**config.mk**
```make
export PLATFORM = sky130hd
export DESIGN_NAME = alu_operand_regs_flat
export DESIGN_NICKNAME = d
export VERILOG_FILES = /design/src/rtl/alu_operand_regs_if.sv /design/src/rtl/alu_operand_regs.sv /design/src/flat_wrapper.sv
export SDC_FILE = /design/constraint.sdc
export NUM_CORES = 1
export LEC_CHECK = 0
export ABC_AREA = 1
export CAP_MARGIN = 20
export CORE_MARGIN = 8
export CORE_UTILIZATION = 40
export DETAILED_ROUTE_END_ITERATION = 6
export PLACE_DENSITY_LB_ADDON = 0.3
export RECOVER_POWER = 50
export SLEW_MARGIN = 0
export SYNTH_ARGS = -nofsm -noshare
export SYNTH_HDL_FRONTEND = slang
export SYNTH_SLANG_ARGS = --single-unit
```
**constraint.sdc**
```tcl
create_clock -name clk -period 2.1 [get_ports clk]
set_clock_uncertainty 0.05 [all_clocks]
set_input_delay 0.525 -clock clk [delete_from_list [all_inputs] [get_ports clk]]
set_output_delay 0.525 -clock clk [all_outputs]
set_load 0.02 [all_outputs]
```
**src/rtl/alu_operand_regs_if.sv**
```systemverilog
// Bundles the operand/flags register block's bus, strobes, ALU status and outputs.
interface alu_operand_regs_if;
  logic [7:0] bus;
  logic       load_l_n;
  logic       load_r_n;
  logic       flags_load_n;
  logic       alu_cout;
  logic       alu_vout;
  logic [1:0] carry_sel;
  logic [7:0] arg_l;
  logic [7:0] arg_r;
  logic       cin;
  logic [3:0] flags;

  // Controller / stimulus side: drives strobes and bus, observes registers.
  modport master (
    output bus, load_l_n, load_r_n, flags_load_n, alu_cout, alu_vout, carry_sel,
    input  arg_l, arg_r, cin, flags
  );

  // Register block side.
  modport slave (
    input  bus, load_l_n, load_r_n, flags_load_n, alu_cout, alu_vout, carry_sel,
    output arg_l, arg_r, cin, flags
  );
endinterface

```
**src/rtl/alu_operand_regs.sv**
```systemverilog
// ALU operand latches (left/right) and {N,Z,V,C} status register with
// carry-in selection for the add/sub unit.
module alu_operand_regs #(
  parameter logic [3:0] FLAGS_RST = 4'b0000
) (
  input logic              clk,
  input logic              rst,
  alu_operand_regs_if.slave io
);

  logic [7:0] arg_l_q;
  logic [7:0] arg_r_q;
  logic [3:0] flags_q;
  logic       cin_c;

  // Operand and flags capture from the bus; reset wins over every strobe.
  always_ff @(posedge clk) begin
    if (rst) begin
      arg_l_q <= '0;
      arg_r_q <= '0;
      flags_q <= FLAGS_RST;
    end else begin
      if (!io.load_l_n) arg_l_q <= io.bus;
      if (!io.load_r_n) arg_r_q <= io.bus;
      if (!io.flags_load_n)
        flags_q <= {io.bus[7], (io.bus == 8'h00), io.alu_vout, io.alu_cout};
    end
  end

  // Carry-in source select from the stored (pre-update) C bit.
  always_comb begin
    cin_c = 1'b0;
    case (io.carry_sel)
      2'b00:   cin_c = 1'b0;
      2'b01:   cin_c = 1'b1;
      2'b10:   cin_c = flags_q[0];
      2'b11:   cin_c = ~flags_q[0];
      default: cin_c = 1'b0;
    endcase
  end

  assign io.arg_l = arg_l_q;
  assign io.arg_r = arg_r_q;
  assign io.flags = flags_q;
  assign io.cin   = cin_c;

endmodule

```
**src/flat_wrapper.sv**
```systemverilog
// flat-port wrapper written by rule: the top's interface ports become plain ports
module alu_operand_regs_flat 
#(
  parameter logic [3:0] FLAGS_RST = 4'b0000
)
  (clk, rst, io_bus, io_load_l_n, io_load_r_n, io_flags_load_n, io_alu_cout, io_alu_vout, io_carry_sel, io_arg_l, io_arg_r, io_cin, io_flags);
  alu_operand_regs_if io_i ();
  input logic clk;
  input logic rst;
  input wire logic [$bits(io_i.bus)-1:0] io_bus;
  input wire logic [$bits(io_i.load_l_n)-1:0] io_load_l_n;
  input wire logic [$bits(io_i.load_r_n)-1:0] io_load_r_n;
  input wire logic [$bits(io_i.flags_load_n)-1:0] io_flags_load_n;
  input wire logic [$bits(io_i.alu_cout)-1:0] io_alu_cout;
  input wire logic [$bits(io_i.alu_vout)-1:0] io_alu_vout;
  input wire logic [$bits(io_i.carry_sel)-1:0] io_carry_sel;
  output wire logic [$bits(io_i.arg_l)-1:0] io_arg_l;
  output wire logic [$bits(io_i.arg_r)-1:0] io_arg_r;
  output wire logic [$bits(io_i.cin)-1:0] io_cin;
  output wire logic [$bits(io_i.flags)-1:0] io_flags;
  assign io_i.bus = io_bus;
  assign io_i.load_l_n = io_load_l_n;
  assign io_i.load_r_n = io_load_r_n;
  assign io_i.flags_load_n = io_flags_load_n;
  assign io_i.alu_cout = io_alu_cout;
  assign io_i.alu_vout = io_alu_vout;
  assign io_i.carry_sel = io_carry_sel;
  assign io_arg_l = io_i.arg_l;
  assign io_arg_r = io_i.arg_r;
  assign io_cin = io_i.cin;
  assign io_flags = io_i.flags;
  alu_operand_regs #(.FLAGS_RST(FLAGS_RST)) u_core (.clk(clk), .rst(rst), .io(io_i));
endmodule
```
==> flow_summary.toml, run 1 <==
[cts]
cts_tree = "done"
clkLatencyLatePin_ns = 0.29
htreeDepth = 1
clockBufferDepth = 2
cts-root-buf = "clkbuf_4"
cts_inserted_buffers = 3
postCtsSetupBuffers = 0
cts.sinks = 20
path_clk_slew_ns = 0.11

[floorplan]
die_width_um = 59.8
num_rows = 16
die-area_um2 = 3570
coreArea_um2 = 1880
die_h_um = 59.8
initial_core_util = 0.408
io-pin-count = 38

[placed_design]
dp.cells = 154
placed_area_um2 = 1150
io_buffers = 37
place.gp.congestion = 0.699
dp_hpwl_um = 1540

[critical_path]
cp-end-kind = "output port"
path_cells = "clkdlybuf4s50_1 > nand2_1 > xor2_1 > inv_1 > buf_2"
arrival_ns = 1.38
slowest_stage = "clkdlybuf4s50_1"
rrSetupSlack_ns = 1.38
cp_data_required_time_ns = 1.52
worstRegToRegCells = 2
reg2reg_from = "u_core.io.arg_r[3]"
path_max_fanout = 1
worstSetupPathType = "in -> out"
max_stage_delay_ns = 0.45
r2r_end = "u_core.io.arg_r[3]"
cp-start-kind = "primary input"

[yosys]
synth_edf_count = 0
synth-seq-area-share = 0.522
ys_ff_latch = 20
async_flop_share = 0
yosysMostFrequentCell = "nand2_1"
yosys.area.top_type = "dfxtp_1"
synth_area_um2 = 767
ys_types = 13
synth.top_cells.by_area = "dfxtp_1, nand2_1, a211oi_2"
synth_warnings = 0
yosysTopAreaCellShare = 0.522
syn_area_per_cell_um2 = 8.25
syn_nets = 110
syn-instance-count = 93
yosys-top-cells-count = "nand2_1, dfxtp_1, nor2_1"
synthFlopType = "dfxtp_1"

[route]
highest_layer = "met4"
routed_wl_um = 1980
vias = 730
ant_nets = 0
drt_iter0_drc = 9
dr.pass1.iters = 6
avgRoutedWirePerCell_um = 12.5
vias_per_cell = 4.62
drc = 0
met2WireLength_um = 1020
dr_wl_met3_um = 136
wl_met1_um = 809

[pwr]
swShare = 0.239
power_density_nw_per_um2 = 752
power_frac_seq = 0.467
p_int_w = 0.000673
total_power_w = 0.000884
power.share.clock = 0.354
switchingPower_w = 0.000211
power_frac_comb = 0.179
peakVddDrop_v = 0.000456
p_leak_nw = 0.477

[worst_hold_path]
worstHoldStart = "u_core.io.arg_l[7]"
holdPathStages = 2
worstHoldPathType = "reg -> reg"
whs_endpoint = "u_core.io.arg_l[7]"

[sta]
timing.final.hold_violations = 0
finalSetupTns_ns = 0
setup_viol = 0
timing.fmax_mhz = 512
holdWs_ns = 0.415
timing.slew.headroom = 0.781
rsz0062_at_grt = "false"
post-route-period-util = 0.930
worst_slew_pin_slew_ns = 0.328
slew_violations = 0
min_period_ns = 1.95

[finish]
finish.instance_area_um2 = 1170
drive_above_1_share = 0.0611
n_antenna_cell = 0
syn_to_final_growth_pct = 53.2
regArea_um2 = 400
fin_cells = 158
fillers = 196
multi_input_area_um2 = 285
num-nets-final = 149

[global_route]
grt_antenna_before_repair = 0
grtUsageTotal = 0.114
gr-total-overflow = 0
grt_pass1_vias = 715
grt_max_degree = 21
grt_pass1_wl_um = 3060

[run_status]
outcome = "complete, no violations"

[run]
maxCapViolCount = 0
==> placed cells by master (no fill, tap or decap) <==
cell,Yosys,routed
a21oi_1,12,12
nor2_1,13,13
dlygate4sd3_1,0,3
xor2_1,1,1
nor3_1,1,1
nand3_1,2,2
a211oi_2,6,2
clkdlybuf4s50_1,0,33
inv_1,6,8
bufinv_16,0,1
dfxtp_1,20,20
clkbuf_4,0,3
buf_2,1,1
a211oi_1,0,4
buf_4,0,1
nand2_1,26,26
==> cells by family (layout without fill, tap and decap cells) <==
logic type | Yosys count | in the layout | share of synthesized area
AOI/OAI and AO/OA | 18 | 18 | 0.176
and+or+nand+nor | 42 | 42 | 0.210
DFF | 20 | 20 | 0.522
xor gates and xnor gates | 1 | 1 | 0.0114
buffers and inverters | 12 | 50 | 0.0799
==> per-layer routing <==
metal  vias up  global-route usage
met5         -                   0
met3         2              0.0323
met1       338               0.113
met4         0              0.0612
met2        18               0.206
li1        372                   -
==> power groups by stage <==
stage | Sequential (W) | Clock [W] | Combinational [W]
3_3_place_gp | 0.000420 | 0 | 0.000164
5_1_grt | 0.000414 | 0.000331 | 0.000171
3_5_place_dp | 0.000421 | 0 | 0.000166
6_report | 0.000412 | 0.000313 | 0.000158
4_1_cts | 0.000413 | 0.000320 | 0.000167
2_1_floorplan | 0.000447 | 0 | 0.0000517
==> critical path: cells and delay by family <==
kind / cells / cell delay, ns
and+or+nand+nor: 1 / 0.06
xor gates and xnor gates: 1 / 0.14
buffers and inverters: 3 / 0.66
==> final cells by class <==
type / instances / area share
Inverter: 8 / 0.0256
Sequential cell: 20 / 0.341
Multi-Input combinational cell: 61 / 0.243
Clock inverter: 1 / 0.0256
Tap cell: 27 / 0.0288
Clock buffer: 3 / 0.0192
Timing Repair Buffer: 38 / 0.317
==> how the worst max path moves through the flow <==
stage,to,depth (start not counted),startpoint,slack [ns]
2_1_floorplan,io_cin,3,io_carry_sel[1],0.67
3_3_place_gp,io_cin,5,io_carry_sel[1],-0.28
3_5_place_dp,io_cin,5,io_carry_sel[1],-0.32
4_1_cts,io_cin,5,io_carry_sel[1],0.04
5_1_grt,io_cin,5,io_carry_sel[1],0.08
6_report,io_cin,5,io_carry_sel[1],0.15
==> stage by stage <==
stage | util | setup slack (ns)
6_report | 0.624 | 0.147
5_1_grt | 0.624 | 0.0817
4_1_cts | 0.638 | 0.0356
3_5_place_dp | 0.610 | -0.315
3_3_place_gp | 0.610 | -0.285
2_1_floorplan | - | 0.670
==> state kept, by name (all words and copies together), names as in the netlist <==
signal           count
u_core.io.arg_l      8
u_core.io.flags      4
u_core.io.arg_r      8
==> repair_timing <==
action	CTS	global route
gates resized for setup	3	1
hold buffers	0	0
setup endpoints to repair	1	1
No activity file was read; power rests on OpenSTA's default activity.
==> inputs of run 2 (changes only) <==
--- a/config.mk
+++ b/config.mk
@@ -7,7 +7,6 @@
 export LEC_CHECK = 0
 export ABC_AREA = 1
 export CAP_MARGIN = 20
-export CORE_MARGIN = 8
 export CORE_UTILIZATION = 40
 export DETAILED_ROUTE_END_ITERATION = 6
 export PLACE_DENSITY_LB_ADDON = 0.3
==> run 2 against run 1 <==
Net effect:
- clock power fell by 31%
- first-iteration DRC count is 56% higher
- setup slack worse by 0.092 ns
- largest cell class unchanged
==> flow_summary.toml, run 2 (synthesis gave the netlist of run 1 again) <==
[cts]
cts_tree = "done"
cts-root-buf = "clkbuf_4"
path_clk_slew_ns = 0.10
cts_inserted_buffers = 3
clkLatencyLatePin_ns = 0.29
cts.sinks = 20
postCtsHoldBufs = 0
htreeDepth = 1
clockBufferDepth = 2

[global_route]
grt_max_degree = 14
gr-total-overflow = 0
grt_pass1_wl_um = 2790
grt_pass1_vias = 625
grtUsageTotal = 0.191
grt_antenna_before_repair = 0

[route]
avgRoutedWirePerCell_um = 10.8
drc = 0
ant_nets = 0
dr.pass1.iters = 4
routed_wl_um = 1690
vias = 729
vias_per_cell = 4.67
drt_iter0_drc = 14

[floorplan]
die_width_um = 45.8
initial_core_util = 0.435
num_rows = 15
die_h_um = 45.8
die-area_um2 = 2100
io-pin-count = 38
coreArea_um2 = 1760

[placed_design]
place.gp.congestion = 0.756
io_buffers = 37
dp_hpwl_um = 1260

[worst_hold_path]
holdPathStages = 2
worstHoldPathType = "reg -> reg"
whs_endpoint = "u_core.io.arg_l[7]"
worstHoldStart = "u_core.io.arg_l[7]"

[finish]
layout_commonest_cell = "clkdlybuf4s50_1"
syn_to_final_growth_pct = 50.4
fillers = 175
drive_above_1_share = 0.0534
num-nets-final = 149
mostFrequentLayoutCells = "clkdlybuf4s50_1, nand2_1, dfxtp_1"
n_antenna_cell = 0
utilization = 0.654

[critical_path]
worstSetupPathType = "in -> out"
cp-start-kind = "primary input"
path_buf_inv = 3
cp-end-kind = "output port"
r2r_end = "u_core.io.arg_r[2]"
rrSetupSlack_ns = 1.39
slowest_stage = "clkdlybuf4s50_1"
worstRegToRegCells = 2
path_cells = "clkdlybuf4s50_1 > nand2_1 > xor2_1 > inv_1 > clkdlybuf4s15_2"
max_stage_delay_ns = 0.45
arrival_ns = 1.47
cp_data_required_time_ns = 1.52
reg2reg_from = "u_core.io.arg_r[2]"
crit_family = "buffers and inverters"
path_max_fanout = 1

[sta]
post-route-period-util = 0.974
worst_slew_pin_slew_ns = 0.562
slew_violations = 0
timing.final.hold_violations = 0
holdWs_ns = 0.416
timing.fmax_mhz = 489
rsz0062_at_grt = "false"
setup_viol = 0
timing.slew.headroom = 0.626
min_period_ns = 2.05

[pwr]
p_leak_nw = 0.465
power_density_nw_per_um2 = 681
peakVddDrop_v = 0.000441

[run_status]
outcome = "complete, no violations"

[run]
maxCapViolCount = 0
## run 2: worst max path at each step
stage                         start  endpoint  slack, ns  cells past startpoint
global route        io_carry_sel[1]    io_cin      0.005                      5
finish              io_carry_sel[1]    io_cin       0.05                      5
global placement    io_carry_sel[1]    io_cin      -0.28                      5
detailed placement  io_carry_sel[1]    io_cin      -0.30                      5
CTS                 io_carry_sel[1]    io_cin       0.04                      5
floorplan           io_carry_sel[1]    io_cin       0.67                      3
## run 2: cell type report
cell class                 count  area (µm²)  area share
timing repair buffer          38         375       0.325
multi-input combinational     61         280       0.243
sequential                    20         400       0.347
inverter                       8        30.0      0.0260
clock buffer                   4        36.3      0.0315
tap                           25        31.3      0.0271
## run 2: repair_timing
action                                  4_1_cts  5_1_grt
endpoints found under the hold margin         0        0
endpoints found under the setup margin        1        0
gates resized for setup                       3        0
buffers inserted                              0        0
## run 2: power by group
part / switching, W / total, W / internal (W)
clock: 0.000111 / 0.000217 / 0.000106
combinational: 0.0000781 / 0.000157 / 0.0000785
sequential: 0.0000111 / 0.000412 / 0.000401
## run 2: worst register-to-register path, stage by stage (launching register included)
cell and delay, ns:
dfxtp_1 0.35, nor2_1 0.05, a211oi_1 0.18
## run 2: layer usage
| layer | vias up | GRT usage | part of all wire |
|---|---|---|---|
| met5 | - | 0 | 0 |
| li1 | 375 | - | - |
| met2 | 26 | 0.289 | 0.44 |
| met3 | 5 | 0.0516 | 0.063 |
| met1 | 323 | 0.254 | 0.48 |
| met4 | 0 | 0.0882 | 0.017 |
## run 2: through the flow
step | instances | instance area (µm²) | TNS (ns) | power [W] | setup WS (ns)
floorplan | 93 | 767 | 0 | 0.000499 | 0.670
detailed placement | 152 | 1140 | -0.303 | 0.000586 | -0.303
finish | 156 | 1150 | 0 | 0.000786 | 0.0544
CTS | 156 | 1180 | 0 | 0.000801 | 0.0435
global route | 156 | 1150 | 0 | 0.000827 | 0.00471
global placement | 152 | 1140 | -0.279 | 0.000582 | -0.279
